## config.mk

```make
export PLATFORM = sky130hd
export DESIGN_NAME = ascon_ct_stream_out_flat
export DESIGN_NICKNAME = d
export VERILOG_FILES = /design/src/rtl/ascon_ct_stream_out_if.sv /design/src/rtl/ascon_ct_stream_out.sv /design/src/flat_wrapper.sv
export SDC_FILE = /design/constraint.sdc
export NUM_CORES = 1
export LEC_CHECK = 0
export CORE_UTILIZATION = 60
export CTS_BUF_LIST = sky130_fd_sc_hd__clkbuf_8
export CTS_CLUSTER_DIAMETER = 150
export CTS_CLUSTER_SIZE = 40
export DETAILED_ROUTE_END_ITERATION = 10
export DONT_BUFFER_PORTS = 1
export PLACE_DENSITY = 0.77
export SLEW_MARGIN = 5
export SYNTH_ARGS = -nofsm -noshare
export SYNTH_HDL_FRONTEND = slang
export SYNTH_SLANG_ARGS = --single-unit
```

## constraint.sdc

```tcl
create_clock -name clk -period 4.6 [get_ports clk]
set_input_delay 0.92 -clock clk [delete_from_list [all_inputs] [get_ports clk]]
set_output_delay 0.92 -clock clk [all_outputs]
set_load 0.02 [all_outputs]
```

## src/rtl/ascon_ct_stream_out_if.sv

```systemverilog
// Valid/ready byte-lane stream carrying ASCON ciphertext and tag beats.
// Lane 0 is the most-significant byte of dout and the MSB of dout_keep.
interface ascon_ct_stream_out_if #(
  parameter int BEAT_BYTES = 2
);
  logic [8*BEAT_BYTES-1:0] dout;
  logic [BEAT_BYTES-1:0]   dout_keep;
  logic                    dout_valid;
  logic                    dout_ready;
  logic                    dout_tag;
  logic                    dout_last;

  modport master (
    output dout, dout_keep, dout_valid, dout_tag, dout_last,
    input  dout_ready
  );

  modport slave (
    input  dout, dout_keep, dout_valid, dout_tag, dout_last,
    output dout_ready
  );
endinterface

```

## src/rtl/ascon_ct_stream_out.sv

```systemverilog
// Buffers ASCON controller blocks and the final tag, then serialises them onto a byte-lane stream.
// Optional macro ASCON_TAG_CHECK_EN replaces tag streaming with an on-chip compare against exp_tag.
module ascon_ct_stream_out #(
  parameter int DEPTH      = 4,
  parameter int BEAT_BYTES = 2
) (
  input  logic                   clk,
  input  logic                   RST,
  input  logic [63:0]            CTblock,
  input  logic                   CTv,
  input  logic [3:0]             datalen,
  input  logic [127:0]           Tag,
  input  logic                   Tv,
`ifdef ASCON_TAG_CHECK_EN
  input  logic [127:0]           exp_tag,
  input  logic                   chk_en,
  output logic                   tag_done,
  output logic                   tag_ok,
`endif
  ascon_ct_stream_out_if.master  out_if,
  output logic                   busy,
  output logic                   overflow
);

  localparam int              AW = $clog2(DEPTH);
  localparam int              W  = 8 * BEAT_BYTES;
  localparam logic [5:0]      BB = 6'(BEAT_BYTES);

  typedef enum logic [1:0] {IDLE, CT_OUT, TAG_OUT} state_t;

  state_t       state;
  logic [63:0]  mem_data [DEPTH];
  logic [3:0]   mem_len  [DEPTH];
  logic [AW:0]  wr_ptr, rd_ptr, count, count_next;
  logic [4:0]   ptr;
  logic [127:0] tag_q;
  logic         tag_pending;

  logic [63:0]  head_data, ct_shift;
  logic [127:0] tag_shift;
  logic [W-1:0] ct_beat, tag_beat;
  logic [3:0]   head_len, len_in;
  logic [5:0]   ptr_sum;
  logic         fire, ct_done, tag_end, pop, push, ct_req, full;
  logic         nonempty_next, tag_set, tag_avail_next;
  logic         chk_mode, chk_next, chk_retire;

  assign count     = wr_ptr - rd_ptr;
  assign full      = (count == (AW+1)'(DEPTH));
  assign head_data = mem_data[rd_ptr[AW-1:0]];
  assign head_len  = mem_len[rd_ptr[AW-1:0]];
  assign ptr_sum   = {1'b0, ptr} + BB;
  assign ct_done   = (ptr_sum >= {2'b00, head_len});
  assign tag_end   = (ptr_sum >= 6'd16);

  assign fire = (state != IDLE) && out_if.dout_ready;
  assign pop  = (state == CT_OUT) && fire && ct_done;

  // A pop in the same cycle frees the head slot, so a full FIFO can still accept the push.
  assign ct_req = CTv && (datalen != 4'd0);
  assign push   = ct_req && (!full || pop);
  assign len_in = (datalen > 4'd8) ? 4'd8 : datalen;

  assign count_next     = count + (AW+1)'(push) - (AW+1)'(pop);
  assign nonempty_next  = (count_next != '0);
  assign tag_set        = Tv && !tag_pending;
  assign tag_avail_next = tag_pending || tag_set;

`ifdef ASCON_TAG_CHECK_EN
  logic tag_match;

  assign chk_next   = tag_set ? chk_en : chk_mode;
  assign chk_retire = chk_next && tag_avail_next &&
                      (((state == IDLE) && !nonempty_next) || (pop && (count == (AW+1)'(1))));

  always_ff @(posedge clk or posedge RST) begin
    if (RST) begin
      chk_mode  <= 1'b0;
      tag_match <= 1'b0;
      tag_done  <= 1'b0;
      tag_ok    <= 1'b0;
    end else begin
      if (tag_set) begin
        chk_mode  <= chk_en;
        tag_match <= (Tag == exp_tag);
      end
      tag_done <= chk_retire;
      tag_ok   <= chk_retire && (tag_set ? (Tag == exp_tag) : tag_match);
    end
  end
`else
  assign chk_mode   = 1'b0;
  assign chk_next   = 1'b0;
  assign chk_retire = 1'b0;
`endif

  // NOTE: FIFO storage has no reset; an entry is only read after it has been written.
  always_ff @(posedge clk) begin
    if (push) begin
      mem_data[wr_ptr[AW-1:0]] <= CTblock;
      mem_len[wr_ptr[AW-1:0]]  <= len_in;
    end
  end

  // NOTE: all state here uses non-blocking assignments so every branch sees pre-edge values.
  always_ff @(posedge clk or posedge RST) begin
    if (RST) begin
      state       <= IDLE;
      wr_ptr      <= '0;
      rd_ptr      <= '0;
      ptr         <= '0;
      tag_q       <= '0;
      tag_pending <= 1'b0;
      overflow    <= 1'b0;
    end else begin
      if (push) wr_ptr <= wr_ptr + 1'b1;
      if (pop)  rd_ptr <= rd_ptr + 1'b1;
      if ((ct_req && !push) || (Tv && tag_pending)) overflow <= 1'b1;
      if (tag_set) begin
        tag_q       <= Tag;
        tag_pending <= 1'b1;
      end
      if (chk_retire) tag_pending <= 1'b0;

      case (state)
        IDLE: begin
          if (nonempty_next)                   state <= CT_OUT;
          else if (tag_avail_next && !chk_next) state <= TAG_OUT;
        end
        CT_OUT: begin
          if (pop) begin
            ptr <= '0;
            if (nonempty_next)                    state <= CT_OUT;
            else if (tag_avail_next && !chk_next) state <= TAG_OUT;
            else                                  state <= IDLE;
          end else if (fire) begin
            ptr <= ptr_sum[4:0];
          end
        end
        TAG_OUT: begin
          if (fire && tag_end) begin
            ptr         <= '0;
            tag_pending <= 1'b0;
            state       <= nonempty_next ? CT_OUT : IDLE;
          end else if (fire) begin
            ptr <= ptr_sum[4:0];
          end
        end
        default: state <= IDLE;
      endcase
    end
  end

  assign ct_shift  = head_data << {ptr, 3'b000};
  assign tag_shift = tag_q << {ptr, 3'b000};
  assign ct_beat   = ct_shift[63 -: W];
  assign tag_beat  = tag_shift[127 -: W];

  // NOTE: every output gets a default before the case so no latch is inferred.
  always_comb begin
    out_if.dout       = '0;
    out_if.dout_keep  = '0;
    out_if.dout_valid = 1'b0;
    out_if.dout_tag   = 1'b0;
    out_if.dout_last  = 1'b0;
    case (state)
      CT_OUT: begin
        out_if.dout_valid = 1'b1;
        for (int i = 0; i < BEAT_BYTES; i++) begin
          if (({1'b0, ptr} + 6'(i)) < {2'b00, head_len}) begin
            out_if.dout_keep[BEAT_BYTES-1-i]     = 1'b1;
            out_if.dout[8*(BEAT_BYTES-1-i) +: 8] = ct_beat[8*(BEAT_BYTES-1-i) +: 8];
          end
        end
        // With the tag checked on-chip, the final data beat closes the message.
        out_if.dout_last = chk_mode && tag_pending && ct_done && (count == (AW+1)'(1));
      end
      TAG_OUT: begin
        out_if.dout_valid = 1'b1;
        out_if.dout_keep  = '1;
        out_if.dout       = tag_beat;
        out_if.dout_tag   = 1'b1;
        out_if.dout_last  = tag_end;
      end
      default: ;
    endcase
  end

  assign busy = (count != '0) || tag_pending || (state != IDLE);

endmodule
```

## src/flat_wrapper.sv

```systemverilog
// flat-port wrapper written by rule: the top's interface ports become plain ports
module ascon_ct_stream_out_flat 
#(
  parameter int DEPTH      = 4,
  parameter int BEAT_BYTES = 2
)
  (clk, RST, CTblock, CTv, datalen, Tag, Tv, busy, overflow, out_if_dout, out_if_dout_keep, out_if_dout_valid, out_if_dout_tag, out_if_dout_last, out_if_dout_ready);
  ascon_ct_stream_out_if #(.BEAT_BYTES(BEAT_BYTES)) out_if_i ();
  input  logic clk;
  input  logic RST;
  input  logic [63:0] CTblock;
  input  logic CTv;
  input  logic [3:0] datalen;
  input  logic [127:0] Tag;
  input  logic Tv;
  output logic busy;
  output logic overflow;
  output wire logic [$bits(out_if_i.dout)-1:0] out_if_dout;
  output wire logic [$bits(out_if_i.dout_keep)-1:0] out_if_dout_keep;
  output wire logic [$bits(out_if_i.dout_valid)-1:0] out_if_dout_valid;
  output wire logic [$bits(out_if_i.dout_tag)-1:0] out_if_dout_tag;
  output wire logic [$bits(out_if_i.dout_last)-1:0] out_if_dout_last;
  input wire logic [$bits(out_if_i.dout_ready)-1:0] out_if_dout_ready;
  assign out_if_dout = out_if_i.dout;
  assign out_if_dout_keep = out_if_i.dout_keep;
  assign out_if_dout_valid = out_if_i.dout_valid;
  assign out_if_dout_tag = out_if_i.dout_tag;
  assign out_if_dout_last = out_if_i.dout_last;
  assign out_if_i.dout_ready = out_if_dout_ready;
  ascon_ct_stream_out #(.DEPTH(DEPTH), .BEAT_BYTES(BEAT_BYTES)) u_core (.clk(clk), .RST(RST), .CTblock(CTblock), .CTv(CTv), .datalen(datalen), .Tag(Tag), .Tv(Tv), .out_if(out_if_i), .busy(busy), .overflow(overflow));
endmodule
```

==> metrics.md, run 1 <==
| Metric | Value |
|---|---|
| Share of post-route cells with drive strength above 1 | `33.9%` |
| Top FF cell, synth | `edfxtp_1` |
| Clock Pin Slew Worst Setup and Hold Paths | `230 ps` |
| Num Clock Sinks | `414` |
| Cells after Synth | `918` |
| Async set-or-reset flop fraction in the synthesized netlist | `34.3%` |
| CP Buf/Inv Count | `3` |
| H-tree levels | `1` |
| Worst Tran Pin Value | `945 ps` |
| Commonest non-fill, non-tap cell in the layout | `edfxtp_1` |
| First-pass GRT wire length | `51600 um` |
| Final GP Congestion | `0.891` |
| Post-DRT Antenna Nets | `0` |
| Slew Limit Fails | `0` |
| Clk_skew | `77.9 ps` |
| Most used cell, CP | `buf_4` |
| Root buffer cell | `clkbuf_8` |
| CP cell instances | `mux4_2 > inv_1 > ha_1 > o21ai_0 > nand2b_1 > a2111oi_1 > buf_4 > nand2_1 > o22ai_1 > buf_4` |
| Min Clock Period, post-route | `4390 ps` |
| Critical path's top delay family | `compound AO/OA/AOI/OAI gates` |
| RSZ-0062 raised after global routing | `no` |
| Post-synth EDFFs | `272` |
| Hold WC Path Type | `primary input to async pin` |
| Nets@finish | `1143` |
| X dimension of the die | `172 um` |
| I/O pin cnt | `224` |
| # DRC | `0` |
| Leak | `6.43 nW` |
| Mean Syn Cell Area | `19.0 um^2` |
| Commonest cells after routing, fill and taps aside | `edfxtp_1 (272), mux2_2 (144), dfrtp_1 (138)` |
| Reg-to-reg slack, setup | `260 ps` |
| Final period utilization | `95.5%` |
| Sequential share of the synthesized area | `67.4%` |
| Cell Pwr Density | `636 nW/um^2` |
| Max_cap viols | `0` |
| WP data required | `3680 ps` |
| GRT Resource Usage Total | `23.9%` |
| Max clock buf depth | `3` |
| Initial antenna violation count | `7` |
| CP startpoint | `u_core.rd_ptr[0]$_DFFE_PP0N_` |
| CP max FO | `8` |
| # hold bufs at CTS | `0` |
| Area growth syn-to-layout | `5.19%` |
| Vias in the first global route | `8754` |
| Worst EP arrival | `3470 ps` |
| CTS tree | `built` |
| Initial core utilization | `61.8%` |
| Via-to-Cell Ratio | `6.32` |
| Startpoint types | `flop` |
| Wirelength, routed | `35000 um` |
| Port Buffer Count | `0` |
| Clock latency on the worst-skew pair | `610 ps` |
| Largest stage delay on the critical path | `520 ps` |
| GR Overflow Total | `0` |
| Post-CTS resize count | `0` |
| RR Startpoint | `u_core.rd_ptr[0]$_DFFE_PP0N_` |
| Flops & latches, synth | `414` |
| Initial drt markers | `671` |
| F_max | `228 MHz` |
| End point of the critical path | `out_if_dout[7]` |
| Num rows | `61` |
| Reg-to-Reg End | `u_core.state[1]$_DFFE_PP0P_` |
| WL per Instance | `26.7 um` |
| Ys Warns | `0` |
| CP Depth | `10` |
| Final HPWL DP | `23900 um` |
| CP Capture Type | `output port` |
| Die H | `172 um` |
| Slowest-stage cell, CP | `dfrtp_4` |
| Reg2reg path depth | `17` |
| Core region area | `28200 um^2` |
| Type of the worst setup path | `flop to output port` |
| Number of CTS-inserted buffers | `14` |
| Mapped cell area | `17400 um^2` |
| Maximum vdd drop | `0.577 mV` |
| Setup-failing EPs final | `0` |
| Largest net degree at the start of global routing | `143` |
| Max_slew headroom | `36.2%` |
| Routed vias | `8284` |
| Fin. Hold Viols | `0` |
| Setup TNS | `0 ps` |
| Library cells used by synthesis | `53` |
| TritonRoute pass-1 iters | `5` |
| Run status | `finished clean` |
| Full die area | `29700 um^2` |
| Setup bufs post-CTS | `0` |
| Mapped Nets | `1144` |
| Hold WS | `342 ps` |
## stage by stage
| stage | setup WS (ps) | cells | util (%) | power (mW) | instance area [um^2] |
|---|---|---|---|---|---|
| 3_3_place_gp | 535 | 1279 | 64.0 | 10.2 | 18000 |
| 3_5_place_dp | 380 | 1279 | 64.0 | 10.4 | 18000 |
| 2_1_floorplan | 91.7 | 918 | - | 9.10 | 17400 |
| 6_report | 206 | 1311 | 65.0 | 11.6 | 18300 |
| 5_1_grt | 14.1 | 1308 | 65.0 | 12.2 | 18300 |
| 4_1_cts | 161 | 1303 | 64.9 | 11.7 | 18300 |
## cell usage after synthesis (2+ instances only)
master	count	area share, %
a21o_1	2	0.086
a21oi_1	21	0.60
and2_1	4	0.14
buf_1	3	0.065
buf_2	17	0.49
buf_4	2	0.086
clkbuf_1	31	0.67
dfrtp_1	142	20
edfxtp_1	272	47
fa_1	2	0.23
ha_1	23	1.7
inv_1	17	0.37
mux2_2	144	9.3
mux2i_1	32	1.8
mux4_2	100	13
nand2_1	9	0.19
nand2b_1	2	0.072
nand3_1	2	0.058
nor2_1	20	0.43
nor2b_1	8	0.29
nor3_1	2	0.058
nor3b_1	2	0.086
o21a_1	3	0.13
o21ai_0	6	0.17
o22ai_1	18	0.65
o31ai_1	2	0.086
xnor2_1	6	0.30
## how the worst min path moves through the flow
stage | end | cells past startpoint | startpoint | slack [ps]
after floorplan | u_core.wr_ptr[2]$_DFFE_PP0P_ | 1 | u_core.wr_ptr[2]$_DFFE_PP0P_ | 460
after global placement | u_core.wr_ptr[2]$_DFFE_PP0P_ | 1 | u_core.wr_ptr[2]$_DFFE_PP0P_ | 480
after detailed placement | u_core.tag_q[26]$_DFFE_PP0P_ | 1 | u_core.tag_q[26]$_DFFE_PP0P_ | 490
after CTS | u_core.mem_data[0][45]$_DFFE_PP_ | 0 | CTblock[45] | 360
after global routing | u_core.mem_data[1][13]$_DFFE_PP_ | 0 | CTblock[13] | 330
final | u_core.tag_q[38]$_DFFE_PP0P_ | 2 | RST | 340
## cell type report
| type | instances | area (um^2) |
|---|---|---|
| inverters | 18 | 71.3 |
| well taps | 378 | 473 |
| clock inverters | 9 | 60.1 |
| clock buffers | 15 | 206 |
| fillers | 1883 | 9860 |
| multi-input cells | 432 | 5380 |
| diodes | 8 | 20.0 |
| repair buffers | 37 | 353 |
| flip-flops and latches | 414 | 11700 |
## state kept, by name, indices dropped and copies added, names as in the netlist
signal / flops
u_core.mem_data: 256
u_core.tag_q: 128
u_core.ptr: 4
u_core.tag_pending: 1
u_core.rd_ptr: 3
u_core.state: 2
u_core.mem_len: 16
u_core.overflow: 1
u_core.wr_ptr: 3
## cell families after synthesis
| family | after synthesis | synth area share, % |
|---|---|---|
| compound gates | 67 | 2.70 |
| xor+xnor | 8 | 0.482 |
| fa+ha+maj | 25 | 1.88 |
| buf+inv | 72 | 1.76 |
| flops | 414 | 67.4 |
| mux | 277 | 24.2 |
| simple gates | 55 | 1.63 |
## routing by layer
metal	share of wire (%)	routed length [um]	vias to the layer above	track usage (%)
met4	2.9	1010	4	7.81
li1	-	-	3601	-
met1	39	13800	4393	31.9
met5	0.066	23	-	0
met2	51	17700	245	38.7
met3	7.2	2520	41	6.18
## power breakdown
part           internal (mW)  leakage, nW  switching, mW  total [mW]
Combinational           2.26         2.05           2.40        4.66
Clock                  0.322        0.162           1.01        1.33
Sequential              5.19         4.22          0.462        5.65
## worst register-to-register path: stages, from the launching register on
cell      delay (ps)
dfrtp_4          520
mux4_2           500
inv_1            130
ha_1             270
a21o_1           180
a21o_1           210
o311ai_4         290
inv_2            120
ha_1             300
inv_1             60
ha_1             170
inv_1             60
fa_1             390
xnor2_1          150
xnor2_1          130
nor3b_1          400
a221oi_1         190
o22ai_1          210
Power figures use the tool's default switching activity.
==> run 2: changes to the inputs <==
--- a/config.mk
+++ b/config.mk
@@ -12,7 +12,9 @@
 export DETAILED_ROUTE_END_ITERATION = 10
 export DONT_BUFFER_PORTS = 1
 export PLACE_DENSITY = 0.77
+export SKIP_LAST_GASP = 1
 export SLEW_MARGIN = 5
 export SYNTH_ARGS = -nofsm -noshare
 export SYNTH_HDL_FRONTEND = slang
 export SYNTH_SLANG_ARGS = --single-unit
+export TNS_END_PERCENT = 100
==> results of run 2 <==
The final DEF is identical to that of run 1; final timing and power are the same.
